[src/rtl/rfphoenix_pit_pkg.sv]
// rfPhoenix_pkg: shared constants and types for the rfphoenix_pit timer block.
//   - register byte offsets within a channel page and the STATUS address
//   - CTRL bit indices
//   - chan_regs_t: per-channel register snapshot, zero-extended to 32 bits
//   - helpers for byte-lane merging and CTRL read-back formatting
package rfPhoenix_pkg;

  localparam logic [3:0] REG_COUNT  = 4'h0;
  localparam logic [3:0] REG_MAX    = 4'h4;
  localparam logic [3:0] REG_ONTIME = 4'h8;
  localparam logic [3:0] REG_CTRL   = 4'hC;
  localparam logic [7:0] REG_STATUS = 8'hF0;

  localparam int unsigned CTRL_LOAD = 0;
  localparam int unsigned CTRL_EN   = 1;
  localparam int unsigned CTRL_AUTO = 2;
  localparam int unsigned CTRL_GE   = 3;
  localparam int unsigned CTRL_IE   = 4;

  typedef struct packed {
    logic [31:0] count;
    logic [31:0] max;
    logic [31:0] ontime;
    logic        ie;
    logic        ge;
    logic        auto_rl;
    logic        en;
  } chan_regs_t;

  function automatic logic [31:0] merge_bytes(input logic [31:0] old,
                                              input logic [31:0] wdat,
                                              input logic [3:0]  sel);
    logic [31:0] r;
    r = old;
    for (int unsigned i = 0; i < 4; i++) begin
      if (sel[i]) r[i*8 +: 8] = wdat[i*8 +: 8];
    end
    return r;
  endfunction

  // LOAD is self-clearing, so it always reads back as 0.
  function automatic logic [31:0] ctrl_word(input chan_regs_t r);
    return {27'd0, r.ie, r.ge, r.auto_rl, r.en, 1'b0};
  endfunction

endpackage

[src/rtl/rfphoenix_pit_channel.sv]
// rfPhoenix_pit_channel: one programmable interval timer channel.
// Holds MAX, ONTIME, CTRL (EN/AUTO/GE/IE) and the down counter; produces the
// registered compare output and a single-cycle terminal-count event.
// Ports:
//   clk_i, rst_i (async, active-low)
//   gate_i        external count gate (used only with RFPHOENIX_PIT_GATE_EN)
//   wr_max_i, wr_ontime_i, wr_ctrl_i  register write strobes from the bus decode
//   sel_i, dat_i  byte lane selects and write data
//   regs_o        register snapshot for read-back
//   out_o         registered EN & (COUNT < ONTIME)
//   event_o       combinational: pending bit should set on this edge
// Macro RFPHOENIX_PIT_GATE_EN enables the GE bit; without it GE stays 0 and
// the tick depends on EN alone.
module rfPhoenix_pit_channel
  import rfPhoenix_pkg::*;
#(
  parameter int unsigned BITS = 32
) (
  input  logic        clk_i,
  input  logic        rst_i,
  input  logic        gate_i,
  input  logic        wr_max_i,
  input  logic        wr_ontime_i,
  input  logic        wr_ctrl_i,
  input  logic [3:0]  sel_i,
  input  logic [31:0] dat_i,
  output chan_regs_t  regs_o,
  output logic        out_o,
  output logic        event_o
);

  logic [BITS-1:0] count_q, count_d;
  logic [BITS-1:0] max_q, max_d;
  logic [BITS-1:0] ontime_q, ontime_d;
  logic            en_q, en_d;
  logic            auto_q, auto_d;
  logic            ge_q, ge_d;
  logic            ie_q, ie_d;
  logic            out_q, out_d;
  logic            load;
  logic            tick;

  assign load = wr_ctrl_i & sel_i[0] & dat_i[CTRL_LOAD];
  // ge_q is held at 0 when the gate feature is compiled out, reducing this to EN.
  assign tick = en_q & (~ge_q | gate_i);

  always_comb begin
    count_d  = count_q;
    max_d    = max_q;
    ontime_d = ontime_q;
    en_d     = en_q;
    auto_d   = auto_q;
    ge_d     = ge_q;
    ie_d     = ie_q;
    event_o  = 1'b0;

    if (load) begin
      count_d = max_q;
    end else if (tick) begin
      if (count_q > BITS'(1)) begin
        count_d = count_q - BITS'(1);
      end else if (count_q == BITS'(1)) begin
        count_d = '0;
        event_o = 1'b1;
      end else if (auto_q) begin
        count_d = max_q;
        // With MAX==0 the reload lands on 0 again, so every tick is terminal.
        if (max_q == '0) event_o = 1'b1;
      end else begin
        en_d = 1'b0;
      end
    end

    if (wr_max_i)    max_d    = BITS'(merge_bytes(32'(max_q), dat_i, sel_i));
    if (wr_ontime_i) ontime_d = BITS'(merge_bytes(32'(ontime_q), dat_i, sel_i));
    // A CTRL write wins over the one-shot EN clear in the same cycle.
    if (wr_ctrl_i & sel_i[0]) begin
      en_d   = dat_i[CTRL_EN];
      auto_d = dat_i[CTRL_AUTO];
      ie_d   = dat_i[CTRL_IE];
`ifdef RFPHOENIX_PIT_GATE_EN
      ge_d   = dat_i[CTRL_GE];
`else
      ge_d   = 1'b0;
`endif
    end

    // Compare on next-state values so out_o lines up with the COUNT it reflects.
    out_d = en_d & (count_d < ontime_d);
  end

  always_ff @(posedge clk_i or negedge rst_i) begin
    if (!rst_i) begin
      count_q  <= '0;
      max_q    <= '0;
      ontime_q <= '0;
      en_q     <= 1'b0;
      auto_q   <= 1'b0;
      ge_q     <= 1'b0;
      ie_q     <= 1'b0;
      out_q    <= 1'b0;
    end else begin
      count_q  <= count_d;
      max_q    <= max_d;
      ontime_q <= ontime_d;
      en_q     <= en_d;
      auto_q   <= auto_d;
      ge_q     <= ge_d;
      ie_q     <= ie_d;
      out_q    <= out_d;
    end
  end

  assign out_o          = out_q;
  assign regs_o.count   = 32'(count_q);
  assign regs_o.max     = 32'(max_q);
  assign regs_o.ontime  = 32'(ontime_q);
  assign regs_o.en      = en_q;
  assign regs_o.auto_rl = auto_q;
  assign regs_o.ge      = ge_q;
  assign regs_o.ie      = ie_q;

endmodule

[src/rtl/rfphoenix_pit.sv]
// rfphoenix_pit: multi-channel programmable interval timer on a classic
// cyc/stb/ack bus, address page FF960xxx (decoded externally into cs_i).
// Ports:
//   clk_i, rst_i (async, active-low)
//   cs_i, cyc_i, stb_i, we_i, sel_i[3:0], adr_i[7:0], dat_i[31:0]  bus request
//   ack_o, dat_o[31:0]   bus response (dat_o is 0 whenever ack_o is low)
//   gate_i[NTIMER-1:0]   per-channel count gate
//   out_o[NTIMER-1:0]    per-channel compare outputs (out_o[0] = time slice)
//   irq_o                OR of pending & IE, registered
// Register map: channel n at adr_i[7:4]=n (COUNT 0x0, MAX 0x4, ONTIME 0x8,
// CTRL 0xC); STATUS at 0xF0 (write-1-to-clear pending bits).
// Macro RFPHOENIX_PIT_GATE_EN makes gate_i / CTRL.GE functional.
module rfphoenix_pit
  import rfPhoenix_pkg::*;
#(
  parameter int unsigned NTIMER = 4,
  parameter int unsigned BITS   = 32
) (
  input  logic              clk_i,
  input  logic              rst_i,
  input  logic              cs_i,
  input  logic              cyc_i,
  input  logic              stb_i,
  input  logic              we_i,
  output logic              ack_o,
  input  logic [3:0]        sel_i,
  input  logic [7:0]        adr_i,
  input  logic [31:0]       dat_i,
  output logic [31:0]       dat_o,
  input  logic [NTIMER-1:0] gate_i,
  output logic [NTIMER-1:0] out_o,
  output logic              irq_o
);

  logic              ack_q, ack_d;
  logic              wait_q, wait_d;
  logic [31:0]       dat_q, dat_d;
  logic [NTIMER-1:0] pend_q, pend_d;
  logic              irq_q, irq_d;
  logic              start;
  logic              wr;
  logic [31:0]       rdata;
  logic [NTIMER-1:0] w1c;
  logic [NTIMER-1:0] evt;
  logic [NTIMER-1:0] ie_vec;
  chan_regs_t        regs [NTIMER];

  // wait_q comes out of reset set, so a strobe left high across reset is not
  // treated as a fresh access until it has been seen low.
  assign start  = cs_i & cyc_i & stb_i & ~ack_q & ~wait_q;
  assign wr     = start & we_i;
  assign ack_d  = start | (ack_q & stb_i);
  assign wait_d = wait_q & stb_i;

  for (genvar n = 0; n < NTIMER; n++) begin : g_ch
    logic hit;
    assign hit = wr & (adr_i[7:4] == 4'(n));

    rfPhoenix_pit_channel #(
      .BITS(BITS)
    ) u_ch (
      .clk_i      (clk_i),
      .rst_i      (rst_i),
      .gate_i     (gate_i[n]),
      .wr_max_i   (hit & (adr_i[3:0] == REG_MAX)),
      .wr_ontime_i(hit & (adr_i[3:0] == REG_ONTIME)),
      .wr_ctrl_i  (hit & (adr_i[3:0] == REG_CTRL)),
      .sel_i      (sel_i),
      .dat_i      (dat_i),
      .regs_o     (regs[n]),
      .out_o      (out_o[n]),
      .event_o    (evt[n])
    );

    assign ie_vec[n] = regs[n].ie;
  end

  always_comb begin
    rdata = '0;
    for (int unsigned n = 0; n < NTIMER; n++) begin
      if (adr_i[7:4] == 4'(n)) begin
        case (adr_i[3:0])
          REG_COUNT:  rdata = regs[n].count;
          REG_MAX:    rdata = regs[n].max;
          REG_ONTIME: rdata = regs[n].ontime;
          REG_CTRL:   rdata = ctrl_word(regs[n]);
          default:    rdata = '0;
        endcase
      end
    end
    if (adr_i == REG_STATUS) rdata = 32'(pend_q);
  end

  assign w1c    = (wr && adr_i == REG_STATUS && sel_i[0]) ? dat_i[NTIMER-1:0] : '0;
  // New events are OR-ed in after the clear so a coincident set wins.
  assign pend_d = (pend_q & ~w1c) | evt;
  assign irq_d  = |(pend_q & ie_vec);
  assign dat_d  = start ? rdata : (ack_d ? dat_q : '0);

  always_ff @(posedge clk_i or negedge rst_i) begin
    if (!rst_i) begin
      ack_q  <= 1'b0;
      wait_q <= 1'b1;
      dat_q  <= '0;
      pend_q <= '0;
      irq_q  <= 1'b0;
    end else begin
      ack_q  <= ack_d;
      wait_q <= wait_d;
      dat_q  <= dat_d;
      pend_q <= pend_d;
      irq_q  <= irq_d;
    end
  end

  assign ack_o = ack_q;
  assign dat_o = dat_q;
  assign irq_o = irq_q;

endmodule

[config.mk]
export PLATFORM = sky130hd
export DESIGN_NAME = rfphoenix_pit
export DESIGN_NICKNAME = d
export VERILOG_FILES = /design/src/rtl/rfphoenix_pit_pkg.sv /design/src/rtl/rfphoenix_pit_channel.sv /design/src/rtl/rfphoenix_pit.sv
export SDC_FILE = /design/constraint.sdc
export NUM_CORES = 1
export LEC_CHECK = 0
export ABC_AREA = 0
export BUFFER_PORTS_ARGS = -buffer_cell sky130_fd_sc_hd__buf_2
export CORE_ASPECT_RATIO = 1.5
export CORE_MARGIN = 1.5
export CORE_UTILIZATION = 39
export CTS_CLUSTER_SIZE = 25
export DETAILED_ROUTE_END_ITERATION = 7
export GPL_ROUTABILITY_DRIVEN = 0
export GPL_TIMING_DRIVEN = 1
export PLACE_DENSITY = 0.53
export SLEW_MARGIN = 5
export SYNTH_ARGS = -nofsm -noshare
export SYNTH_HDL_FRONTEND = slang
export SYNTH_SLANG_ARGS = --single-unit
[constraint.sdc]
create_clock -name clk_i -period 4.5 [get_ports clk_i]
set_clock_uncertainty 0.1 [all_clocks]
set_input_delay 0.45 -clock clk_i [delete_from_list [all_inputs] [get_ports clk_i]]
set_output_delay 0.45 -clock clk_i [all_outputs]
set_load 0.05 [all_outputs]
==> results list <==
* Total die area: 0.0723 mm2
- The detailed router finished its first iteration with 3219 violations.
- CTS Root Buffer Type: clkbuf_16
- Count of state elements after synthesis: 439
- Instance area at placement: 0.0310 mm2
* IO Port Bufs: 87
- Number of flops mapped to enable cells by yosys: 0
- At the worst endpoint, the required time is 4.93 ns.
* WP data arrival: 4.78 ns
* Worst slew margin relative to its limit: 0.0908
- Max-Cap Viols: 0
- Pre-antenna DRT Iters: 8
- The worst register-to-register path begins at g_ch[2].u_ch.count_q[18]$_DFF_PN0_.
* Number of distinct library cells after synthesis: 84
* Min-delay src: dat_i[12]
- Fillers: 6672
* Sequential share of the synthesized area: 0.399
- Final worst-path setup slack: 0.147 ns
* Setup Crit Path Kind: reg2reg
- CTS tree: yes
- Based on the critical path, the design can be clocked at up to 0.230 GHz.
- Synth Net Count: 3123
- Total number of vias: 26788
* Detailed-route vias per instance: 6.43
- Of all flip-flops after synthesis, the portion carrying an async set or reset was 1.00.
- Routed WL: 123 mm
- Including well taps, the total number of placed cells is 4073.
- After detailed routing, the average wire length per cell comes to 29.6 um.
* Hold worst-path end: g_ch[2].u_ch.ontime_q[12]$_DFF_PN0_
- Final hold analysis gives a worst-case slack of 0.0581 ns.
* Number of global-route vias before repair: 26505
- After floorplanning, the core was sized to cover 0.0701 mm2.
- Leak: 14.4 nW
* Unrepaired setup endpoints after global routing: yes
- In the final layout, the multi-input gates occupy 0.0157 mm2.
- The area growth from synthesis to layout is 19.5%.
- For this run, the total global-route usage over all layers was measured as 0.341.
* Nature of the critical path startpoint: flop
* Worst-case clock buffer depth: 3
- The number of antenna violations at the first check in global routing is 6.
* Global-route wire length before repair: 179 mm
- Final count of negative-setup-slack endpoints: 0
- Summed over all nets, the half-perimeter wirelength after detailed placement is 92.0 mm.
- During I/O placement, the number of pins put on the boundary was 92.
- Level count of the clock H-tree: 2
- IR drop worst, VDD: 0.000285 V
* Horizontal extent of the die: 220 um
* Switching power as a share of total power: 0.324
* Worst min-delay path class: in2reg
- The floorplan step set the die height to 329 um.
* Comb pwr share: 0.241
* PD cells: 343 mW/mm2
* Post-Place Worst Slack: -0.226 ns
* Number of CTS-inserted buffers: 45
* Net Sw Power: 3.67 mW
* Global route overflow: 0
* Number of slew-limit violations in the final report: 0
* Mean instance size in the synthesized netlist: 9.39 um2
- The flow ran to the end, and the final reports show no timing, DRC or antenna violations.
* # nets final: 3410
- Counting every instance in the synthesized netlist gives 2937.
- RR Endpoint: g_ch[2].u_ch.out_o$_DFF_PN0_
- In this run the worst path has a maximum fanout of 3.
- DRC violation count after routing: 0
- Actual transition at the worst max-transition pin: 1.36 ns
* Type of element capturing the critical path: flop
* Storage cell area: 0.0110 mm2
* Sink count of the clock tree: 439
- Largest net degree at the start of global routing: 96
- Of the total power, the clock network draws 0.368.
- Counting instances, the worst hold path has a depth of 2.
- Yosys printed 0 warnings.
- Combined area of all synthesized cells: 0.0276 mm2
* R2R setup slack: 0.15 ns
* Residual antenna-violating net count after detailed routing: 0
* Non-filler instance count after layout: 4168
* Worst Reg-to-Reg Cells: 16
* Post-route minimum period: 4.35 ns
* Standard-cell row count: 119
- In the finished design, the share of the clock period the worst path needs comes to 0.967.
- Starting Density: 0.393
* Fraction of final layout cells sized beyond drive strength 1: 0.251
- After routing the design area is 0.0329 mm2.
- Final Hold Fails: 0
- The internal portion of the total power is 7.64 mW.
* Part of the total power dissipated in sequential elements: 0.392
- Insertion delay to the later sink of the worst-skew pair: 0.62 ns
* Predominant post-synthesis flop cell: dfrtp_1
- Clock slew seen by the registers of the worst setup and hold paths: 0.06 ns
==> power by group through the flow <==
stage	Combinational, mW	Sequential, mW	Clock, mW
2_1_floorplan	1.42	4.45	0
3_3_place_gp	2.50	4.47	0
3_5_place_dp	2.56	4.48	0
4_1_cts	2.59	4.41	4.20
5_1_grt	2.96	4.45	4.35
6_report	2.72	4.43	4.15
==> critical path: stages (launching register included) <==
cell and delay [ns]:
dfrtp_1 0.37, or3_1 0.42, nand2b_1 0.22, nor3_2 0.32, nand2_1 0.14, a31o_2 0.25
a22oi_1 0.22, o21ai_2 0.10, ha_1 0.32, a2111oi_1 0.35, buf_4 0.17, o21ai_0 0.08
a221o_1 0.38, a22o_1 0.24, a221oi_1 0.29, nand2_1 0.10, a211oi_2 0.18
==> timing repair <==
item | CTS | global route
hold endpoints to repair | 82 | 0
setup buffers | 0 | 8
pin swaps | 0 | 10
resized for setup | 6 | 66
hold buffers | 3 | 0
endpoints found under the setup margin | 3 | 4
==> synthesized netlist by cell type, types with 8 or more instances <==
cell type	instances	area, um2
or4_1	21	158
o22ai_1	18	113
or3_1	29	181
o221ai_1	29	254
o41ai_1	8	70.1
xnor2_1	12	105
inv_1	151	567
buf_2	15	75.1
and2_1	13	81.3
nor2b_1	69	432
dfrtp_1	438	11000
and3_1	18	113
mux2i_1	28	280
o21ai_0	180	901
nor4_1	69	432
or2_2	12	75.1
nor2_1	162	608
a221oi_1	12	105
a211oi_1	19	143
a21oi_1	197	986
ha_1	132	1650
a31oi_1	16	100
clkbuf_1	134	503
nand2_1	258	968
a32oi_1	17	149
a221o_1	24	240
nand3_1	49	245
nand4_1	47	294
mux2_2	257	2890
a22o_1	32	280
a21o_1	24	180
o21a_1	9	67.6
nand2b_1	13	81.3
a22oi_1	40	300
nor3b_1	14	105
nor3_1	81	405
buf_1	11	41.3
a222oi_1	62	621
xor2_1	15	131
o211ai_1	78	586
o31ai_1	13	97.6
==> worst max path at each step <==
stage                                            start                      endpoint  slack, ns  cells past startpoint
finish              g_ch[2].u_ch.count_q[18]$_DFF_PN0_  g_ch[2].u_ch.out_o$_DFF_PN0_       0.15                     16
global route                           ack_o$_DFF_PN0_  g_ch[2].u_ch.out_o$_DFF_PN0_      -0.07                     17
CTS                 g_ch[3].u_ch.count_q[18]$_DFF_PN0_  g_ch[3].u_ch.out_o$_DFF_PN0_      0.005                     15
detailed placement                            adr_i[3]  g_ch[2].u_ch.out_o$_DFF_PN0_      -0.23                     17
global placement                              adr_i[3]  g_ch[2].u_ch.out_o$_DFF_PN0_       -0.1                     17
floorplan                              ack_o$_DFF_PN0_  g_ch[2].u_ch.out_o$_DFF_PN0_       0.19                     17
==> stage by stage <==
stage          power (mW)  TNS [ns]   util
6_report             11.3         0  0.470
5_1_grt              11.8    -0.124  0.470
4_1_cts              11.2         0  0.465
3_5_place_dp         7.04    -0.270  0.442
3_3_place_gp         6.98    -0.124  0.442
2_1_floorplan        5.87         0      -
==> placed cells by master (no fill, tap or decap), types with 32 or more instances in the layout <==
| cell type | synthesis | routed |
|---|---|---|
| mux2_2 | 257 | 257 |
| o211ai_1 | 78 | 78 |
| a22o_1 | 32 | 32 |
| ha_1 | 132 | 131 |
| buf_2 | 15 | 86 |
| dfrtp_1 | 438 | 438 |
| nor4_1 | 69 | 60 |
| buf_4 | 5 | 306 |
| nand3_1 | 49 | 48 |
| nor2b_1 | 69 | 67 |
| clkbuf_16 | 0 | 47 |
| a222oi_1 | 62 | 62 |
| inv_1 | 151 | 151 |
| nand2_1 | 258 | 256 |
| o21ai_0 | 180 | 163 |
| a21oi_1 | 197 | 195 |
| nor3_1 | 81 | 74 |
| nor2_1 | 162 | 158 |
| nand4_1 | 47 | 47 |
| a22oi_1 | 40 | 40 |
==> cell families after synthesis <==
group | share of synthesized area
simple gates | 0.164
compound gates | 0.208
flops | 0.399
buf+inv | 0.0455
mux | 0.115
fa+ha+maj | 0.0599
xor+xnor | 0.00858
==> final cells by class <==
cell class              instances  area share
clock buffers                  66      0.0406
clock inverters                16     0.00722
repair buffers                408      0.0915
well taps                     907      0.0344
diodes                          2    0.000152
multi-input cells            2178       0.475
inverters                     152      0.0173
flip-flops and latches        439       0.333
==> sequential cells by signal (all words and copies together) (netlist names) <==
name,count
g_ch.u_ch.ontime_q,128
g_ch.u_ch.count_q,128
dat_o,32
irq_o,1
wait_q,1
g_ch.u_ch.ie_q,4
pend_q,4
g_ch.u_ch.max_q,128
g_ch.u_ch.en_q,4
g_ch.u_ch.auto_q,4
g_ch.u_ch.out_o,4
ack_o,1
==> routing by layer <==
metal	up-vias	global-route usage	wire length (um)
met5	-	0	0
met4	0	0.287	12800
met3	392	0.0653	9340
met2	1423	0.541	56500
met1	13257	0.395	44700
li1	11716	-	-
(Power assumes the default switching activity.)
